File: src/rtl/mem_access_unit.sv
// Memory stage: issues data-memory accesses over a req/ready handshake and stalls the pipe
// while one is in flight. Define MEM_TIMEOUT_EN to abort WAIT after TIMEOUT_CYCLES.
module mem_access_unit #(
  parameter int CORE           = 0,
  parameter int DATA_WIDTH     = 32,
  parameter int ADDRESS_BITS   = 20,
  parameter int TIMEOUT_CYCLES = 255
) (
  input  logic                    clock,
  input  logic                    reset,
  input  logic                    ex_regWrite,
  input  logic                    ex_memRead,
  input  logic                    ex_memWrite,
  input  logic [2:0]              ex_funct3,
  input  logic [4:0]              ex_rd,
  input  logic [DATA_WIDTH-1:0]   ex_ALU_result,
  input  logic [DATA_WIDTH-1:0]   ex_store_data,
  output logic                    d_req,
  output logic                    d_we,
  output logic [ADDRESS_BITS-1:0] d_addr,
  output logic [3:0]              d_be,
  output logic [DATA_WIDTH-1:0]   d_wdata,
  input  logic                    d_ready,
  input  logic [DATA_WIDTH-1:0]   d_rdata,
  output logic                    mem_stall,
  output logic                    mem_misaligned,
  output logic                    mem_bus_error,
  output logic                    mem_regWrite,
  output logic                    mem_memRead,
  output logic [4:0]              mem_rd,
  output logic [DATA_WIDTH-1:0]   mem_memory_data,
  output logic [DATA_WIDTH-1:0]   mem_ALU_result
);

  typedef enum logic [1:0] {StIdle, StWait, StDone} state_e;

  state_e                  state_q;
  logic                    req_q, we_q, bus_err_q;
  logic [ADDRESS_BITS-1:0] addr_q;
  logic [3:0]              be_q;
  logic [DATA_WIDTH-1:0]   wdata_q, load_q;

  logic                    access, legal_f3, misaligned, bad, go;
  logic [ADDRESS_BITS-1:0] addr;
  logic [3:0]              be_d;
  logic [DATA_WIDTH-1:0]   wdata_d, lane, load_d;

`ifdef MEM_TIMEOUT_EN
  localparam int CntW = ($clog2(TIMEOUT_CYCLES + 1) > 8) ? $clog2(TIMEOUT_CYCLES + 1) : 8;
  logic [CntW-1:0] cnt_q;
`endif

  // CORE is informational only; TIMEOUT_CYCLES is dead without the timeout feature.
  logic unused_cfg;
  assign unused_cfg = ^{CORE, TIMEOUT_CYCLES};

  assign addr   = ex_ALU_result[ADDRESS_BITS-1:0];
  assign access = ex_memRead | ex_memWrite;

  always_comb begin
    legal_f3   = 1'b1;
    misaligned = 1'b0;
    be_d       = 4'b1111;
    wdata_d    = ex_store_data;
    case (ex_funct3)
      3'b000, 3'b100: begin
        be_d    = 4'b0001 << addr[1:0];
        wdata_d = {4{ex_store_data[7:0]}};
      end
      3'b001, 3'b101: begin
        misaligned = addr[0];
        be_d       = addr[1] ? 4'b1100 : 4'b0011;
        wdata_d    = {2{ex_store_data[15:0]}};
      end
      3'b010:  misaligned = (addr[1:0] != 2'b00);
      default: legal_f3 = 1'b0;
    endcase
    if (!ex_memWrite) wdata_d = '0;
  end

  assign bad = access & (~legal_f3 | misaligned);
  assign go  = access & ~bad;

  // Lane select uses the registered address; ex_* are frozen by the stall during WAIT.
  assign lane = d_rdata >> {addr_q[1:0], 3'b000};

  always_comb begin
    case (ex_funct3)
      3'b000:  load_d = {{24{lane[7]}}, lane[7:0]};
      3'b100:  load_d = {24'b0, lane[7:0]};
      3'b001:  load_d = {{16{lane[15]}}, lane[15:0]};
      3'b101:  load_d = {16'b0, lane[15:0]};
      default: load_d = d_rdata;
    endcase
  end

  always_ff @(posedge clock or negedge reset) begin
    if (!reset) begin
      state_q   <= StIdle;
      req_q     <= 1'b0;
      we_q      <= 1'b0;
      addr_q    <= '0;
      be_q      <= '0;
      wdata_q   <= '0;
      load_q    <= '0;
      bus_err_q <= 1'b0;
`ifdef MEM_TIMEOUT_EN
      cnt_q     <= '0;
`endif
    end else begin
      bus_err_q <= 1'b0;
      case (state_q)
        StIdle: begin
          if (go) begin
            req_q   <= 1'b1;
            we_q    <= ex_memWrite;
            addr_q  <= addr;
            be_q    <= be_d;
            wdata_q <= wdata_d;
            state_q <= StWait;
`ifdef MEM_TIMEOUT_EN
            cnt_q   <= '0;
`endif
          end
        end
        StWait: begin
          if (d_ready) begin
            req_q   <= 1'b0;
            if (!we_q) load_q <= load_d;
            state_q <= StDone;
          end
`ifdef MEM_TIMEOUT_EN
          else if (cnt_q == CntW'(TIMEOUT_CYCLES - 1)) begin
            req_q     <= 1'b0;
            load_q    <= '0;
            bus_err_q <= 1'b1;
            state_q   <= StDone;
          end else begin
            cnt_q <= cnt_q + 1'b1;
          end
`endif
        end
        StDone:  state_q <= StIdle;
        default: state_q <= StIdle;
      endcase
    end
  end

  assign d_req           = req_q;
  assign d_we            = we_q;
  assign d_addr          = addr_q;
  assign d_be            = be_q;
  assign d_wdata         = wdata_q;
  assign mem_memory_data = load_q;
  assign mem_bus_error   = bus_err_q;

  assign mem_stall      = reset & (((state_q == StIdle) & go) | (state_q == StWait));
  assign mem_misaligned = bad;
  // An aborted access must not write back; bus_err_q is high exactly in its DONE cycle.
  assign mem_regWrite   = ex_regWrite & ~bad & ~bus_err_q;
  assign mem_memRead    = ex_memRead;
  assign mem_rd         = ex_rd;
  assign mem_ALU_result = ex_ALU_result;

endmodule

File: config.mk
export PLATFORM = sky130hd
export DESIGN_NAME = mem_access_unit
export DESIGN_NICKNAME = d
export VERILOG_FILES = /design/src/rtl/mem_access_unit.sv
export SDC_FILE = /design/constraint.sdc
export NUM_CORES = 1
export LEC_CHECK = 0
export ABC_AREA = 1
export CAP_MARGIN = 40
export CORE_MARGIN = 1.5
export CORE_UTILIZATION = 42
export DETAILED_ROUTE_END_ITERATION = 10
export PLACE_DENSITY = 0.82
export SYNTH_ARGS = -nofsm -noshare
export SYNTH_HDL_FRONTEND = slang
export SYNTH_SLANG_ARGS = --single-unit
File: constraint.sdc
create_clock -name clock -period 1.5 [get_ports clock]
set_input_delay 0.3 -clock clock [delete_from_list [all_inputs] [get_ports clock]]
set_output_delay 0.3 -clock clock [all_outputs]
set_load 0.05 [all_outputs]
==> results by group <==
Power and ir drop
  – Power, Total: between 15 and 20 mW
  – Pwr dens: 2050 nW/um^2
  – Maximum vdd drop: 1.10 mV
  – Pleak: 4.52 nW

Clocking
  – Longest Clk Path Bufs: 2
  – CTS clk-pin slew, worst paths: 70 ps
  – Root Buffer: clkbuf_16
  – CTS tree: done
  – H-tree levels: 3
  – Clk_lat worst skew: around 340 ps
  – Clk sink count: 92
  – Num CTS Buffers: 9

Yosys
  – Top cells by area, synth: dfrtp_1, nand2_1, buf_4, inv_1, a21oi_1
  – Ys Warns: 0
  – Yosys top cell by area: dfrtp_1
  – Post-synthesis sequential area ratio: 44.7%
  – Share of the synthesized area in the top cell type: 44.7%
  – Synthesized net count: 818
  – Mapped Cells: just over 700
  – Most frequent cell after synthesis: nand2_1
  – Ys flop type: dfrtp_1
  – Mean Syn Cell Area: around 7.3 sq um
  – Synth Cell Area: 5150 sq um
  – Commonest cells in the netlist: nand2_1, dfrtp_1, inv_1
  – Yosys cell types: 28
  – Number of enable flip-flop cells after synthesis: 0
  – Post-synthesis register bit count: 92
  – FFs w/ async S/R, synth: 100%

Routing
  – Wl on met1: 6420 microns
  – DR WL/cell: approximately 16 microns
  – Final wirelength: ~17000 microns
  – Vias per std cell: about 5.1
  – Number of DRC markers in iteration 0: 318
  – Post-DRT Antenna Nets: 0
  – Met2 wire length: 8410 microns
  – Residual DRC: 0
  – Max layer used: met4
  – Pre-antenna DRT Iters: 7
  – Vias post-DR: 5396
  – Met3 WL: 1670 microns

Setup path
  – Max Fanout on Critical Path: 2
  – CP Data Arrival Time: 1380 ps
  – Worst Setup Path Type: reg2out
  – Startpoint types: flip-flop
  – CP endpoint kind: output port
  – Endpoint required time on the critical path: 1200 ps
  – Crit path from: state_q[0]
  – Worst R2R Start: state_q[0]

Cells and area
  – Ant diodes: 0
  – Area grow syn2layout: 73.4%
  – Final net count: 1022
  – Final core utilization: 74.6%
  – Layout cells sized above 1: 27.9%

STA
  – Final Critical Period: 1680 ps
  – Fin. max-slew vios: 0
  – Worst Skew: approximately 7.2 ps
  – Final Hold Vio Count: 0
  – Fmax achieved: 0.595 GHz
  – Period utilization: 112%
  – Final worst slack: -180 ps
  – RSZ-0062 raised after global routing: yes
  – # setup viols final: 1

Die
  – Placeable Area: 12000 sq um
  – Die width: 114 microns
  – Die height: 114 microns
  – DIE AREA: approximately 13000 sq um
  – Initial Utilization: 43.0%
  – Ports: 242
  – Site Rows: 40

Global route
  – First-pass GRT wire length: 26600 microns
  – Initial antenna violation count: 0
  – Congestion Overflow GR: 0
  – Gr usage total: 26.5%
  – Largest net degree at the start of global routing: 93
  – Vias in the first global route: 5320

Placed design
  – Placer Congestion: 0.943
  – Post-DP HPWL: 12500 microns
  – Port bufs: 206

Worst hold path
  – Worst hold path class: in2async

Job
  – Max-cap violations: 0

Outcome
  – Failing checks: negative setup slack
  – Run status: complete, but fails checks
layout make-up:
cell class	count	area [sq um]
sequential	92	2310
fill	768	3040
clock inverter	7	76.3
inverter	72	273
tap	147	184
timing repair buffer	265	3720
clock buffer	9	225
multi-input combinational	472	2140
report_power, final:
| group | switching, mW | leakage [nW] | total (mW) | internal [mW] |
|---|---|---|---|---|
| clock | 1.01 | 0.142 | 2.31 | 1.30 |
| combinational | 6.03 | 3.25 | 11.4 | 5.32 |
| sequential | 1.14 | 1.13 | 4.63 | 3.49 |
path summary, 6_finish.rpt:
path | to | slack (ps) | cells past startpoint
worst min register to register | d_addr[18] | 550 | 2
worst min-delay path | mem_memory_data[19] | 50 | 2
worst max-delay path | mem_stall | -180 | 4
min in group clock | d_addr[0] | 320 | 4
worst max register to register | d_wdata[17] | 10 | 7
max in group asynchronous | d_addr[0] | 1070 | 2
logic make-up (layout without fill, tap and decap cells):
family,count (synthesis),count (layout),synth area share [%]
AOI/OAI and AO/OA,86,86,8.78
and+or+nand+nor,385,385,31.3
DFF,92,92,44.7
buffers and inverters,144,353,15.1
other,1,1,0.0729
cells in the final DEF (no fill, tap or decap), drive strengths merged:
| master | count |
|---|---|
| nand2 | 279 |
| buf | 177 |
| dfrtp | 92 |
| clkdlybuf4s50 | 84 |
| inv | 73 |
| a21oi | 49 |
| nor2 | 43 |
| nand3 | 36 |
| o21ai | 30 |
| or2 | 24 |
| clkbuf | 13 |
| clkinv | 3 |
| o21a | 2 |
| clkinvlp | 2 |
| nor3 | 2 |
| a21boi | 1 |
| o211ai | 1 |
| o211a | 1 |
| o2111ai | 1 |
| nor3b | 1 |
| o31ai | 1 |
| conb | 1 |
| bufinv | 1 |
critical path, cell delays in order, from the launching register on:
cell and delay, ps:
dfrtp_1 380, nor3_2 200, nand2_2 100, a21boi_4 190, buf_12 160
sequential cells by signal (all words and copies together) (netlist names):
register         cells
d_wdata             32
mem_memory_data     32
d_addr              20
d_be                 4
state_q              2
d_req                1
d_we                 1
through the flow:
step | instances | hold slack (ps) | setup TNS, ps | cell area, sq um | worst slack (ps)
finish | 1064 | 48.8 | -180 | 8920 | -180
global route | 1064 | 90.1 | -506 | 8920 | -213
CTS | 1058 | 79.3 | -308 | 8860 | -243
detailed placement | 1039 | 448 | -41790 | 8510 | -599
global placement | 1039 | 442 | -38710 | 8510 | -539
floorplan | 708 | 4.41 | -636 | 5180 | -36.6
what timing repair did:
action	4_1_cts	5_1_grt
pin swaps	8	11
hold buffers	0	0
endpoints found under the setup margin	69	29
resized for setup	26	27
gates cloned	0	3
buffers inserted	3	4
per-layer routing:
layer | vias up | global-route usage [%]
met5 | - | 0
met4 | 0 | 11.4
met3 | 48 | 8.50
met1 | 2522 | 30.7
met2 | 282 | 45.3
li1 | 2544 | -
Note: power is estimated with default switching activity, not from simulation.
